[config.mk]
export PLATFORM = sky130hd
export DESIGN_NAME = keypad_pin_collector_flat
export DESIGN_NICKNAME = d
export VERILOG_FILES = /design/src/rtl/keypad_pin_collector_if.sv /design/src/rtl/keypad_pin_collector.sv /design/src/flat_wrapper.sv
export SDC_FILE = /design/constraint.sdc
export NUM_CORES = 1
export LEC_CHECK = 0
export BUFFER_PORTS_ARGS = -buffer_cell sky130_fd_sc_hd__buf_2
export CORE_AREA = 2 2 78 62
export DETAILED_ROUTE_END_ITERATION = 8
export DIE_AREA = 0 0 80 64
export PLACE_DENSITY = 0.75
export SLEW_MARGIN = 20
export SYNTH_ARGS = -nofsm -noshare
export SYNTH_HDL_FRONTEND = slang
export SYNTH_SLANG_ARGS = --single-unit
[constraint.sdc]
create_clock -name clk -period 2.4 [get_ports clk]
set_input_delay 0.48 -clock clk [delete_from_list [all_inputs] [get_ports clk]]
set_output_delay 0.48 -clock clk [all_outputs]
set_load 0.02 [all_outputs]
[src/rtl/keypad_pin_collector_if.sv]
// Keypad-side bundle of the PIN collector: key strobes in, submitted PIN and status out.
interface keypad_pin_collector_if;
    logic        enable;
    logic        key_valid;
    logic [3:0]  key_value;
    logic        key_enter;
    logic        key_clear;
    logic [15:0] code;
    logic        code_ack;
    logic [2:0]  digit_count;
    logic        key_error;
    logic        entry_timeout;

    modport master (
        output enable, key_valid, key_value, key_enter, key_clear,
        input  code, code_ack, digit_count, key_error, entry_timeout
    );

    modport slave (
        input  enable, key_valid, key_value, key_enter, key_clear,
        output code, code_ack, digit_count, key_error, entry_timeout
    );
endinterface

[src/rtl/keypad_pin_collector.sv]
// Keypad PIN collector: gathers four BCD digits and hands the PIN to the
// gate controller as a code/code_ack level with a guaranteed low gap after it.
//
//  state   | meaning
//  --------+-----------------------------------------------------------
//  IDLE    | no vehicle; keys ignored
//  COLLECT | accepting digits, clear, enter; idle timeout armed when buffer non-empty
//  ACK     | code_ack high for ACK_CYCLES cycles; keys ignored
//  GAP     | one cycle with code_ack low before accepting a new entry
module keypad_pin_collector #(
    parameter int ACK_CYCLES     = 2,
    parameter int TIMEOUT_CYCLES = 1000
) (
    input  logic                         clk,
    input  logic                         rst,
    keypad_pin_collector_if.slave        kp
);

    localparam int TMO_W = (TIMEOUT_CYCLES > 2) ? $clog2(TIMEOUT_CYCLES) : 1;
    localparam int ACK_W = $clog2(ACK_CYCLES + 1);
    localparam logic [TMO_W-1:0] TMO_LOAD = TMO_W'(TIMEOUT_CYCLES - 1);
    localparam logic [ACK_W-1:0] ACK_LOAD = ACK_W'(ACK_CYCLES - 1);

    typedef enum logic [1:0] {
        IDLE    = 2'd0,
        COLLECT = 2'd1,
        ACK     = 2'd2,
        GAP     = 2'd3
    } state_t;

    state_t            state_q, state_d;
    logic [15:0]       buf_q, buf_d;
    logic [2:0]        cnt_q, cnt_d;
    logic [15:0]       code_q, code_d;
    logic              ack_q, ack_d;
    logic              err_q, err_d;
    logic              tmo_q, tmo_d;
    logic [TMO_W-1:0]  idle_q, idle_d;
    logic [ACK_W-1:0]  ack_cnt_q, ack_cnt_d;

    logic              any_key;

    assign any_key = kp.key_valid | kp.key_enter | kp.key_clear;

    // Next-state and next-output computation for the whole collector.
    always_comb begin
        state_d   = state_q;
        buf_d     = buf_q;
        cnt_d     = cnt_q;
        code_d    = code_q;
        ack_d     = ack_q;
        err_d     = 1'b0;
        tmo_d     = 1'b0;
        idle_d    = idle_q;
        ack_cnt_d = ack_cnt_q;

        case (state_q)
            IDLE: begin
                ack_d = 1'b0;
                if (kp.enable) begin
                    state_d = COLLECT;
                end
            end

            COLLECT: begin
                if (!kp.enable) begin
                    // Vehicle left: abort wins over any key in the same cycle.
                    state_d = IDLE;
                    buf_d   = '0;
                    cnt_d   = '0;
                    ack_d   = 1'b0;
                end else if (any_key) begin
                    idle_d = TMO_LOAD;
                    if (kp.key_clear) begin
                        buf_d = '0;
                        cnt_d = '0;
                    end else if (kp.key_enter) begin
                        // A digit strobed together with enter is dropped on purpose.
                        if (cnt_q == 3'd4) begin
                            code_d    = buf_q;
                            ack_d     = 1'b1;
                            ack_cnt_d = ACK_LOAD;
                            state_d   = ACK;
                        end else begin
                            err_d = 1'b1;
                        end
                    end else begin
                        if ((kp.key_value <= 4'd9) && (cnt_q != 3'd4)) begin
                            buf_d = {buf_q[11:0], kp.key_value};
                            cnt_d = cnt_q + 3'd1;
                        end else begin
                            err_d = 1'b1;
                        end
                    end
                end else if (cnt_q != 3'd0) begin
                    // The counter is always reloaded by the strobe that made cnt non-zero.
                    if (idle_q == '0) begin
                        buf_d = '0;
                        cnt_d = '0;
                        tmo_d = 1'b1;
                    end else begin
                        idle_d = idle_q - TMO_W'(1);
                    end
                end
            end

            ACK: begin
                if (!kp.enable) begin
                    state_d = IDLE;
                    buf_d   = '0;
                    cnt_d   = '0;
                    ack_d   = 1'b0;
                end else if (ack_cnt_q == '0) begin
                    state_d = GAP;
                    ack_d   = 1'b0;
                    buf_d   = '0;
                    cnt_d   = '0;
                end else begin
                    ack_cnt_d = ack_cnt_q - ACK_W'(1);
                end
            end

            GAP: begin
                ack_d   = 1'b0;
                buf_d   = '0;
                cnt_d   = '0;
                state_d = kp.enable ? COLLECT : IDLE;
            end

            default: begin
                state_d = IDLE;
                buf_d   = '0;
                cnt_d   = '0;
                ack_d   = 1'b0;
            end
        endcase
    end

    // State and registered outputs, synchronous active-low reset.
    always_ff @(posedge clk) begin
        if (!rst) begin
            state_q   <= IDLE;
            buf_q     <= '0;
            cnt_q     <= '0;
            code_q    <= '0;
            ack_q     <= 1'b0;
            err_q     <= 1'b0;
            tmo_q     <= 1'b0;
            idle_q    <= '0;
            ack_cnt_q <= '0;
        end else begin
            state_q   <= state_d;
            buf_q     <= buf_d;
            cnt_q     <= cnt_d;
            code_q    <= code_d;
            ack_q     <= ack_d;
            err_q     <= err_d;
            tmo_q     <= tmo_d;
            idle_q    <= idle_d;
            ack_cnt_q <= ack_cnt_d;
        end
    end

    assign kp.code          = code_q;
    assign kp.code_ack      = ack_q;
    assign kp.digit_count   = cnt_q;
    assign kp.key_error     = err_q;
    assign kp.entry_timeout = tmo_q;

endmodule
[src/flat_wrapper.sv]
// flat-port wrapper written by rule: the top's interface ports become plain ports
module keypad_pin_collector_flat 
#(
    parameter int ACK_CYCLES     = 2,
    parameter int TIMEOUT_CYCLES = 1000
)
  (clk, rst, kp_enable, kp_key_valid, kp_key_value, kp_key_enter, kp_key_clear, kp_code, kp_code_ack, kp_digit_count, kp_key_error, kp_entry_timeout);
  keypad_pin_collector_if kp_i ();
  input  logic clk;
  input  logic rst;
  input wire logic [$bits(kp_i.enable)-1:0] kp_enable;
  input wire logic [$bits(kp_i.key_valid)-1:0] kp_key_valid;
  input wire logic [$bits(kp_i.key_value)-1:0] kp_key_value;
  input wire logic [$bits(kp_i.key_enter)-1:0] kp_key_enter;
  input wire logic [$bits(kp_i.key_clear)-1:0] kp_key_clear;
  output wire logic [$bits(kp_i.code)-1:0] kp_code;
  output wire logic [$bits(kp_i.code_ack)-1:0] kp_code_ack;
  output wire logic [$bits(kp_i.digit_count)-1:0] kp_digit_count;
  output wire logic [$bits(kp_i.key_error)-1:0] kp_key_error;
  output wire logic [$bits(kp_i.entry_timeout)-1:0] kp_entry_timeout;
  assign kp_i.enable = kp_enable;
  assign kp_i.key_valid = kp_key_valid;
  assign kp_i.key_value = kp_key_value;
  assign kp_i.key_enter = kp_key_enter;
  assign kp_i.key_clear = kp_key_clear;
  assign kp_code = kp_i.code;
  assign kp_code_ack = kp_i.code_ack;
  assign kp_digit_count = kp_i.digit_count;
  assign kp_key_error = kp_i.key_error;
  assign kp_entry_timeout = kp_i.entry_timeout;
  keypad_pin_collector #(.ACK_CYCLES(ACK_CYCLES), .TIMEOUT_CYCLES(TIMEOUT_CYCLES)) u_core (.clk(clk), .rst(rst), .kp(kp_i));
endmodule
==> flow_summary.html, run 1 <==
<table>
<tr><th>Metric</th><th>Value</th></tr>
<tr><th colspan="2">Die</th></tr>
<tr><td>Starting Density</td><td>0.548</td></tr>
<tr><td>Area enclosed by the die boundary</td><td>5120 µm²</td></tr>
<tr><td>Standard cell core area</td><td>4310 µm²</td></tr>
<tr><td>Die Span Y</td><td>64 µm</td></tr>
<tr><td>IO Count</td><td>32</td></tr>
<tr><td>Chip width</td><td>80 µm</td></tr>
<tr><td>Number of rows created at floorplan</td><td>21</td></tr>
<tr><th colspan="2">Placed design</th></tr>
<tr><td>Final estimated routing congestion in global placement</td><td>0.871</td></tr>
<tr><td>Quantity of I/O buffers inserted on ports</td><td>31</td></tr>
<tr><td>Detailed Place HPWL</td><td>3500 µm</td></tr>
<tr><th colspan="2">CTS</th></tr>
<tr><td>CTS Root Buffer Type</td><td>sky130_fd_sc_hd__clkbuf_8</td></tr>
<tr><td>Count of hold-fix buffers inserted at cts</td><td>0</td></tr>
<tr><td>Clock buffer count from CTS</td><td>5</td></tr>
<tr><td>Bufs on Longest Clock Path</td><td>2</td></tr>
<tr><td>Clock transition at the registers of the reported paths</td><td>100 ps</td></tr>
<tr><td>Clk_lat worst skew</td><td>300 ps</td></tr>
<tr><td>Postcts setup bufs</td><td>0</td></tr>
<tr><td>CTS-repair resized insts</td><td>0</td></tr>
<tr><td>Clk sinks</td><td>52</td></tr>
<tr><td>Deepest level of the CTS H-tree</td><td>2</td></tr>
<tr><td>TritonCTS clock tree</td><td>yes</td></tr>
<tr><th colspan="2">Synth</th></tr>
<tr><td>Most instantiated cells after synthesis</td><td>81 x sky130_fd_sc_hd__nand2_1, 52 x sky130_fd_sc_hd__dfxtp_1, 24 x sky130_fd_sc_hd__a21oi_1</td></tr>
<tr><td>Largest family of logic cells by synthesized area</td><td>simple AND/OR/NAND/NOR gates</td></tr>
<tr><td>Multiplexer area fraction after synthesis</td><td>0.0720</td></tr>
<tr><td>Sequential area share after synthesis</td><td>0.441</td></tr>
<tr><td>Largest area contributor in the netlist</td><td>sky130_fd_sc_hd__dfxtp_1</td></tr>
<tr><td>Share of synthesized cell area in full adder, half adder and majority cells</td><td>0.0265</td></tr>
<tr><td>Post-synth cell types</td><td>42</td></tr>
<tr><td>Mapped Cells</td><td>272</td></tr>
<tr><td>Share of the synthesized area in compound gates (AO/OA/AOI/OAI)</td><td>0.140</td></tr>
<tr><td>Cell area after synthesis</td><td>2360 µm²</td></tr>
<tr><td>Count of flip-flops with a built-in enable after synthesis</td><td>0</td></tr>
<tr><td>Syn nets</td><td>287</td></tr>
<tr><td>Most common cell in the synthesized netlist</td><td>sky130_fd_sc_hd__nand2_1</td></tr>
<tr><td>Count of state elements after synthesis</td><td>52</td></tr>
<tr><td>Post-Synth Simple-Gate Area</td><td>0.256</td></tr>
<tr><td>Area share of the largest cell type after synthesis</td><td>0.441</td></tr>
<tr><td>Prevailing post-synth register cell</td><td>sky130_fd_sc_hd__dfxtp_1</td></tr>
<tr><td>Yosys warning total</td><td>0</td></tr>
<tr><td>Parity-gate share of the synthesized area counting xor and xnor cells</td><td>0.0260</td></tr>
<tr><td>Post-synthesis average cell area</td><td>8.68 µm²</td></tr>
<tr><td>Synth area leaders</td><td>sky130_fd_sc_hd__dfxtp_1 44%, sky130_fd_sc_hd__nand2_1 13%, sky130_fd_sc_hd__mux2i_1 7.2%</td></tr>
<tr><td>Proportion of register bits with asynchronous set or reset after synthesis</td><td>0</td></tr>
<tr><th colspan="2">Worst setup path</th></tr>
<tr><td>Startpoint Class</td><td>flop</td></tr>
<tr><td>Maximum fanout along the worst path</td><td>9</td></tr>
<tr><td>CP Cell Sequence</td><td>inv_1 -&gt; ha_1 -&gt; nor2b_1 -&gt; a31oi_4 -&gt; nand3_1 -&gt; or3_1 -&gt; a31oi_1</td></tr>
<tr><td>Arrival time reported for the critical path endpoint</td><td>2180 ps</td></tr>
<tr><td>Classification of the worst setup path</td><td>reg2reg</td></tr>
<tr><td>Capturing element type of the critical path</td><td>flop</td></tr>
<tr><td>Delay of the slowest cell on the worst path</td><td>410 ps</td></tr>
<tr><td>WP data required</td><td>2640 ps</td></tr>
<tr><td>Worst R2R Path Depth</td><td>7</td></tr>
<tr><td>Crit path max-delay cell type</td><td>sky130_fd_sc_hd__dfxtp_1</td></tr>
<tr><td>Reg-to-reg slack, setup</td><td>450 ps</td></tr>
<tr><td>Beginning of the worst register-to-register path</td><td>u_core.kp.digit_count[0]</td></tr>
<tr><td>Largest delay contributor family on the critical path</td><td>simple AND/OR/NAND/NOR gates</td></tr>
<tr><td>CP Launch Point</td><td>u_core.kp.digit_count[0]</td></tr>
<tr><td>Terminus of the critical flop-to-flop path</td><td>u_core.idle_q[6]</td></tr>
<tr><td>Total buffers and inverters traversed by the critical path</td><td>1</td></tr>
<tr><th colspan="2">Timing</th></tr>
<tr><td>Final count of hold timing violations</td><td>0</td></tr>
<tr><td>Final Setup Violations</td><td>0</td></tr>
<tr><td>Fin Setup TNS</td><td>0 ps</td></tr>
<tr><td>Post-route minimum period</td><td>1950 ps</td></tr>
<tr><td>Worst slew pin tran</td><td>674 ps</td></tr>
<tr><td>RSZ-0062 raised after global routing</td><td>no</td></tr>
<tr><td>Achievable Freq</td><td>514 MHz</td></tr>
<tr><td>Slew headroom</td><td>0.551</td></tr>
<tr><td>Fin Clk Skew</td><td>4.87 ps</td></tr>
<tr><td>Final period util</td><td>0.811</td></tr>
<tr><td>Final-report max-slew violation count</td><td>0</td></tr>
<tr><th colspan="2">Global routing</th></tr>
<tr><td>Grt total ovfl</td><td>0</td></tr>
<tr><td>Global-route total usage across every layer</td><td>0.212</td></tr>
<tr><td>Initial antenna violation count</td><td>0</td></tr>
<tr><td>Met2 Track Usage GR</td><td>0.321</td></tr>
<tr><td>Maximum number of pins on one net before global-route repair</td><td>26</td></tr>
<tr><td>Met3 Resource Use GR</td><td>0.0410</td></tr>
<tr><td>GRT Max-Usage Layer</td><td>met2</td></tr>
<tr><td>Via count of the first global-routing pass</td><td>1858</td></tr>
<tr><td>First-pass GRT wire length</td><td>8580 µm</td></tr>
<tr><td>Met1 demand-to-capacity share in global routing</td><td>0.299</td></tr>
<tr><th colspan="2">Flow run</th></tr>
<tr><td>Max-cap violations</td><td>0</td></tr>
<tr><th colspan="2">Min path</th></tr>
<tr><td>End point of the most critical hold path</td><td>u_core.buf_q[0]</td></tr>
<tr><td>Number of cells on the worst hold path</td><td>3</td></tr>
<tr><td>Class of the worst hold path</td><td>in2reg</td></tr>
<tr><td>Start point of the worst min-delay path</td><td>kp_key_value[0]</td></tr>
<tr><th colspan="2">Routing</th></tr>
<tr><td>DRC violations left</td><td>0</td></tr>
<tr><td>Via-per-instance ratio</td><td>5.31</td></tr>
<tr><td>Routed Wire Length</td><td>4950 µm</td></tr>
<tr><td>Number of nets with antenna violations after detailed routing</td><td>0</td></tr>
<tr><td>Total number of vias</td><td>1917</td></tr>
<tr><td>DRC marker count from the first detailed-route iteration</td><td>110</td></tr>
<tr><td>Routed wire per std cell</td><td>13.7 µm</td></tr>
<tr><td>Number of detailed-route iterations in the first pass</td><td>4</td></tr>
<tr><th colspan="2">Layout</th></tr>
<tr><td>Share of final-layout standard cells stronger than drive strength 1</td><td>0.178</td></tr>
<tr><td>Diode count</td><td>0</td></tr>
<tr><td>Fill count</td><td>397</td></tr>
<tr><td>Net count of the finished layout</td><td>318</td></tr>
<tr><td>Synthesis-to-layout area growth</td><td>12.0%</td></tr>
<tr><th colspan="2">Pwr</th></tr>
<tr><td>LEAKAGE</td><td>0.983 nW</td></tr>
<tr><td>PD cells</td><td>600 nW/µm²</td></tr>
<tr><td>Power after layout</td><td>1.59 mW</td></tr>
<tr><td>Worst VDD drop</td><td>354 µV</td></tr>
<tr><th colspan="2">Status</th></tr>
<tr><td>Result of the run</td><td>finished, final reports clean</td></tr>
</table>
through the flow:
stage / cells / instance area [µm²] / setup WS, ps / utilization / hold slack, ps
floorplan: 272 / 2360 / 558 / - / 432
global placement: 353 / 2550 / 522 / 0.592 / 438
detailed placement: 353 / 2550 / 462 / 0.592 / 442
CTS: 361 / 2650 / 461 / 0.614 / 432
global route: 361 / 2650 / 287 / 0.614 / 447
finish: 361 / 2650 / 454 / 0.614 / 439
where the power goes:
part | total (mW) | leakage [nW] | internal [mW] | switching, mW
Combinational | 0.162 | 0.511 | 0.0654 | 0.0969
Sequential | 0.894 | 0.420 | 0.876 | 0.0182
Clock | 0.530 | 0.0516 | 0.236 | 0.294
how the worst max path moves through the flow:
stage                                          end  depth (start not counted)  slack [ps]
after global routing      u_core.kp.digit_count[2]                          7         290
after detailed placement         u_core.kp.code[5]                          6         460
after floorplan                   u_core.idle_q[6]                          7         560
after CTS                         u_core.idle_q[6]                          7         460
after global placement            u_core.idle_q[6]                          7         520
final                             u_core.idle_q[6]                          7         450
tightest hold or removal path: stages:
cell	delay (ps)
sky130_fd_sc_hd__buf_2	100
sky130_fd_sc_hd__nand2_1	60
sky130_fd_sc_hd__mux2i_1	60
registers in the layout, summed over array words and instances (netlist names):
signal                   flops
u_core.kp.code              16
u_core.idle_q               10
u_core.state_q               2
u_core.kp.entry_timeout      1
u_core.buf_q                16
u_core.kp.code_ack           1
u_core.ack_cnt_q             2
u_core.kp.digit_count        3
u_core.kp.key_error          1
layout make-up:
cell class	instances	area, µm²	area share
clock inverters	2	13.8	0.00520
multi-input cells	202	1230	0.465
inverters	8	30.0	0.0113
well taps	57	71.3	0.0270
repair buffers	34	178	0.0671
clock buffers	6	82.6	0.0312
flip-flops and latches	52	1040	0.393
cells by family after synthesis:
logic type / count (synthesis)
AO/OA/AOI/OAI: 49
buffers and inverters: 18
XOR/XNOR: 7
flip-flops: 52
AND/OR/NAND/NOR: 124
multiplexers: 17
adder cells (fa/ha/maj): 5
layer usage:
layer | share of wire | vias up
met2 | 0.43 | 42
met5 | 0 | -
met3 | 0.036 | 9
li1 | - | 996
met1 | 0.52 | 870
met4 | 0.016 | 0
cells in the final DEF, fill, tap and decap left out, types with 2 or more instances in the layout:
master,instances
sky130_fd_sc_hd__a21oi_1,24
sky130_fd_sc_hd__a31oi_1,2
sky130_fd_sc_hd__a31oi_4,2
sky130_fd_sc_hd__and2_1,2
sky130_fd_sc_hd__buf_2,31
sky130_fd_sc_hd__buf_4,3
sky130_fd_sc_hd__clkbuf_8,6
sky130_fd_sc_hd__dfxtp_1,52
sky130_fd_sc_hd__ha_1,5
sky130_fd_sc_hd__inv_1,7
sky130_fd_sc_hd__mux2i_1,17
sky130_fd_sc_hd__nand2_1,81
sky130_fd_sc_hd__nand2b_1,5
sky130_fd_sc_hd__nor2_1,14
sky130_fd_sc_hd__nor2b_1,2
sky130_fd_sc_hd__nor3_1,6
sky130_fd_sc_hd__nor4_4,2
sky130_fd_sc_hd__o2111ai_1,5
sky130_fd_sc_hd__o21ai_0,6
sky130_fd_sc_hd__or3_1,2
sky130_fd_sc_hd__xor2_1,7
Power figures use the tool's default switching activity.
==> run 2: changes to the inputs <==
==> constraint.sdc (replaced) <==
create_clock -name clk -period 2 [get_ports clk]
set_input_delay 0.4 -clock clk [delete_from_list [all_inputs] [get_ports clk]]
set_output_delay 0.4 -clock clk [all_outputs]
set_load 0.02 [all_outputs]
==> run 2 against run 1 <==
  * Sequential cell count did not move
  * Largest cell class unchanged
  * Critical path depth did not move
  * Critical path type unchanged
  * Power rose by 26%
  * Worst setup slack got worse by 310 ps
==> flow_summary.html, run 2 (synthesized netlist as in run 1, its figures left out) <==
<table>
<tr><th>Metric</th><th>Value</th></tr>
<tr><th colspan="2">Layout</th></tr>
<tr><td>Diode count</td><td>0 (unchanged)</td></tr>
<tr><td>Final core occ</td><td>0.633 (+0.0192)</td></tr>
<tr><td>Most used cells in the layout excluding fill and tap cells</td><td>81 x sky130_fd_sc_hd__nand2_1, 52 x sky130_fd_sc_hd__dfxtp_1, 31 x sky130_fd_sc_hd__buf_2</td></tr>
<tr><td>Fill count</td><td>379 (-4.5%)</td></tr>
<tr><td>Net count of the finished layout</td><td>325 (+2.2%)</td></tr>
<tr><td>Most frequent standard cell in the layout excluding fill and tap cells</td><td>sky130_fd_sc_hd__nand2_1</td></tr>
<tr><td>Share of final-layout standard cells stronger than drive strength 1</td><td>0.199 (+0.0217)</td></tr>
<tr><td>Synthesis-to-layout area growth</td><td>15.5%</td></tr>
<tr><th colspan="2">Die</th></tr>
<tr><td>IO Count</td><td>32 (unchanged)</td></tr>
<tr><td>Die Span Y</td><td>64 µm (unchanged)</td></tr>
<tr><td>Starting Density</td><td>0.548 (unchanged)</td></tr>
<tr><td>Chip width</td><td>80 µm (unchanged)</td></tr>
<tr><td>Standard cell core area</td><td>4310 µm² (unchanged)</td></tr>
<tr><td>Number of rows created at floorplan</td><td>21 (unchanged)</td></tr>
<tr><td>Area enclosed by the die boundary</td><td>5120 µm² (unchanged)</td></tr>
<tr><th colspan="2">Worst setup path</th></tr>
<tr><td>Maximum fanout along the worst path</td><td>6 (-3)</td></tr>
<tr><td>CP Cell Sequence</td><td>inv_1 -&gt; ha_1 -&gt; nor2b_2 -&gt; a31oi_4 -&gt; nand3_1 -&gt; or3_1 -&gt; a31oi_1</td></tr>
<tr><td>Delay of the slowest cell on the worst path</td><td>410 ps (about the same)</td></tr>
<tr><td>Arrival time reported for the critical path endpoint</td><td>2100 ps (-80 ps)</td></tr>
<tr><td>Startpoint Class</td><td>flop</td></tr>
<tr><td>Crit path max-delay cell type</td><td>sky130_fd_sc_hd__dfxtp_1</td></tr>
<tr><td>WP data required</td><td>2240 ps (-400 ps)</td></tr>
<tr><td>Classification of the worst setup path</td><td>reg2reg</td></tr>
<tr><td>Capturing element type of the critical path</td><td>flop</td></tr>
<tr><th colspan="2">Routing</th></tr>
<tr><td>DRC violations left</td><td>0 (unchanged)</td></tr>
<tr><td>Via-per-instance ratio</td><td>5.24 (-1.4%)</td></tr>
<tr><td>Number of nets with antenna violations after detailed routing</td><td>0 (unchanged)</td></tr>
<tr><td>Routed wire per std cell</td><td>13.3 µm (-2.8%)</td></tr>
<tr><td>DRC marker count from the first detailed-route iteration</td><td>76 (-31%)</td></tr>
<tr><td>Total number of vias</td><td>1927 (+0.52%)</td></tr>
<tr><td>Routed Wire Length</td><td>4910 µm (-0.91%)</td></tr>
<tr><td>Number of detailed-route iterations in the first pass</td><td>4 (unchanged)</td></tr>
<tr><th colspan="2">CTS</th></tr>
<tr><td>Clock buffer count from CTS</td><td>5 (unchanged)</td></tr>
<tr><td>TritonCTS clock tree</td><td>yes</td></tr>
<tr><td>Clock transition at the registers of the reported paths</td><td>100 ps (about the same)</td></tr>
<tr><td>Clk_lat worst skew</td><td>310 ps (about the same)</td></tr>
<tr><td>CTS Root Buffer Type</td><td>sky130_fd_sc_hd__clkbuf_8</td></tr>
<tr><td>Clk sinks</td><td>52 (unchanged)</td></tr>
<tr><td>Count of hold-fix buffers inserted at cts</td><td>0 (unchanged)</td></tr>
<tr><td>Deepest level of the CTS H-tree</td><td>2 (unchanged)</td></tr>
<tr><td>Bufs on Longest Clock Path</td><td>2 (unchanged)</td></tr>
<tr><th colspan="2">Flow run</th></tr>
<tr><td>Max-cap violations</td><td>0 (unchanged)</td></tr>
<tr><th colspan="2">Pwr</th></tr>
<tr><td>LEAKAGE</td><td>1.03 nW (+4.6%)</td></tr>
<tr><td>PD cells</td><td>734 nW/µm² (+22%)</td></tr>
<tr><td>Worst VDD drop</td><td>450 µV (+27%)</td></tr>
<tr><th colspan="2">Timing</th></tr>
<tr><td>Worst slew pin tran</td><td>570 ps (-103 ps)</td></tr>
<tr><td>RSZ-0062 raised after global routing</td><td>no</td></tr>
<tr><td>Final count of hold timing violations</td><td>0 (unchanged)</td></tr>
<tr><td>Achievable Freq</td><td>539 MHz (+4.8%)</td></tr>
<tr><td>Slew headroom</td><td>0.619 (+0.0680)</td></tr>
<tr><td>Final-report max-slew violation count</td><td>0 (unchanged)</td></tr>
<tr><td>Final Setup Violations</td><td>0 (unchanged)</td></tr>
<tr><td>Worst slack on hold paths</td><td>357 ps (-82.0 ps)</td></tr>
<tr><td>Fin Setup TNS</td><td>0 ps (unchanged)</td></tr>
<tr><td>Fin Clk Skew</td><td>9.90 ps (+5.03 ps)</td></tr>
<tr><td>Min setup slack post-route</td><td>143 ps (-311 ps)</td></tr>
<tr><td>Post-route minimum period</td><td>1860 ps (-88.9 ps)</td></tr>
<tr><td>Final period util</td><td>0.928 (+0.118)</td></tr>
<tr><th colspan="2">Placed design</th></tr>
<tr><td>Final estimated routing congestion in global placement</td><td>0.872 (+0.17%)</td></tr>
<tr><td>Detailed Place HPWL</td><td>3470 µm (-0.84%)</td></tr>
<tr><td>Quantity of I/O buffers inserted on ports</td><td>31 (unchanged)</td></tr>
<tr><td>Post-Place Setup Slack</td><td>133 ps (-330 ps)</td></tr>
<tr><th colspan="2">Status</th></tr>
<tr><td>Result of the run</td><td>finished, final reports clean</td></tr>
<tr><th colspan="2">Global routing</th></tr>
<tr><td>Via count of the first global-routing pass</td><td>1905 (+2.5%)</td></tr>
<tr><td>Global-route total usage across every layer</td><td>0.209 (-0.00363)</td></tr>
<tr><td>Initial antenna violation count</td><td>0 (unchanged)</td></tr>
<tr><td>Maximum number of pins on one net before global-route repair</td><td>25 (-3.8%)</td></tr>
<tr><td>First-pass GRT wire length</td><td>8490 µm (-1.0%)</td></tr>
<tr><td>Grt total ovfl</td><td>0 (unchanged)</td></tr>
<tr><th colspan="2">Min path</th></tr>
<tr><td>Class of the worst hold path</td><td>in2reg</td></tr>
</table>
## run 2: cell count changes in the layout (fill, tap and decap cells not counted), sizes merged
| cell | before | now |
|---|---|---|
| inv | 9 | 8 |
| clkbuf | 6 | 5 |
| bufinv | 0 | 1 |
| clkinvlp | 0 | 1 |
| buf | 34 | 41 |
## run 2: routing by layer
layer / part of all wire / GRT usage / vias up
li1: - / - / 1002
met4: 0.0084 / 0.0657 / 0
met3: 0.041 / 0.0494 / 6
met2: 0.45 / 0.333 / 36
met5: 0 / 0 / -
met1: 0.50 / 0.278 / 883
## run 2: timing repair
| item | in CTS | in global routing |
|---|---|---|
| buffers inserted | 0 | 3 |
| setup endpoints to repair | 0 | 19 |
| gates resized for setup | 0 | 1 |
## run 2: power by group
part | total, mW | internal (mW) | switching [mW]
Clock | 0.719 | 0.370 | 0.348
Sequential | 1.07 | 1.05 | 0.0216
Combinational | 0.211 | 0.0919 | 0.119
Total | 2.00 | 1.51 | 0.489
## run 2: final timing paths
kind / endpoint / slack [ps] / startpoint / depth (start not counted)
max reg2reg: u_core.idle_q[6] / 140 / u_core.kp.digit_count[0] / 7
min: u_core.buf_q[3] / 360 / kp_key_value[3] / 3
min reg2reg: u_core.kp.code[11] / 450 / u_core.kp.code[11] / 2
max: u_core.idle_q[6] / 140 / u_core.kp.digit_count[0] / 7
## run 2: through the flow
step           area, µm²  power, mW  std cells
6_report            2730       2.00        368
5_1_grt             2730       2.08        368
4_1_cts             2690       2.00        365
3_5_place_dp        2580       1.30        357
3_3_place_gp        2580       1.29        357
2_1_floorplan       2360       1.25        272
## run 2: final cells by class
cell class	instances	area [µm²]	share of cell area
clock inverters	3	42.5	0.0156
multi-input cells	202	1230	0.452
inverters	8	30.0	0.0110
repair buffers	41	243	0.0890
well taps	57	71.3	0.0261
clock buffers	5	68.8	0.0252
flip-flops and latches	52	1040	0.381
## run 2: worst max-delay path: cells and delay by family, from the launching register on
| kind | cells | cell delay [ps] |
|---|---|---|
| compound gates | 2 | 410 |
| simple gates | 3 | 690 |
| flops | 1 | 410 |
| fa+ha+maj | 1 | 220 |
| buf+inv | 1 | 60 |
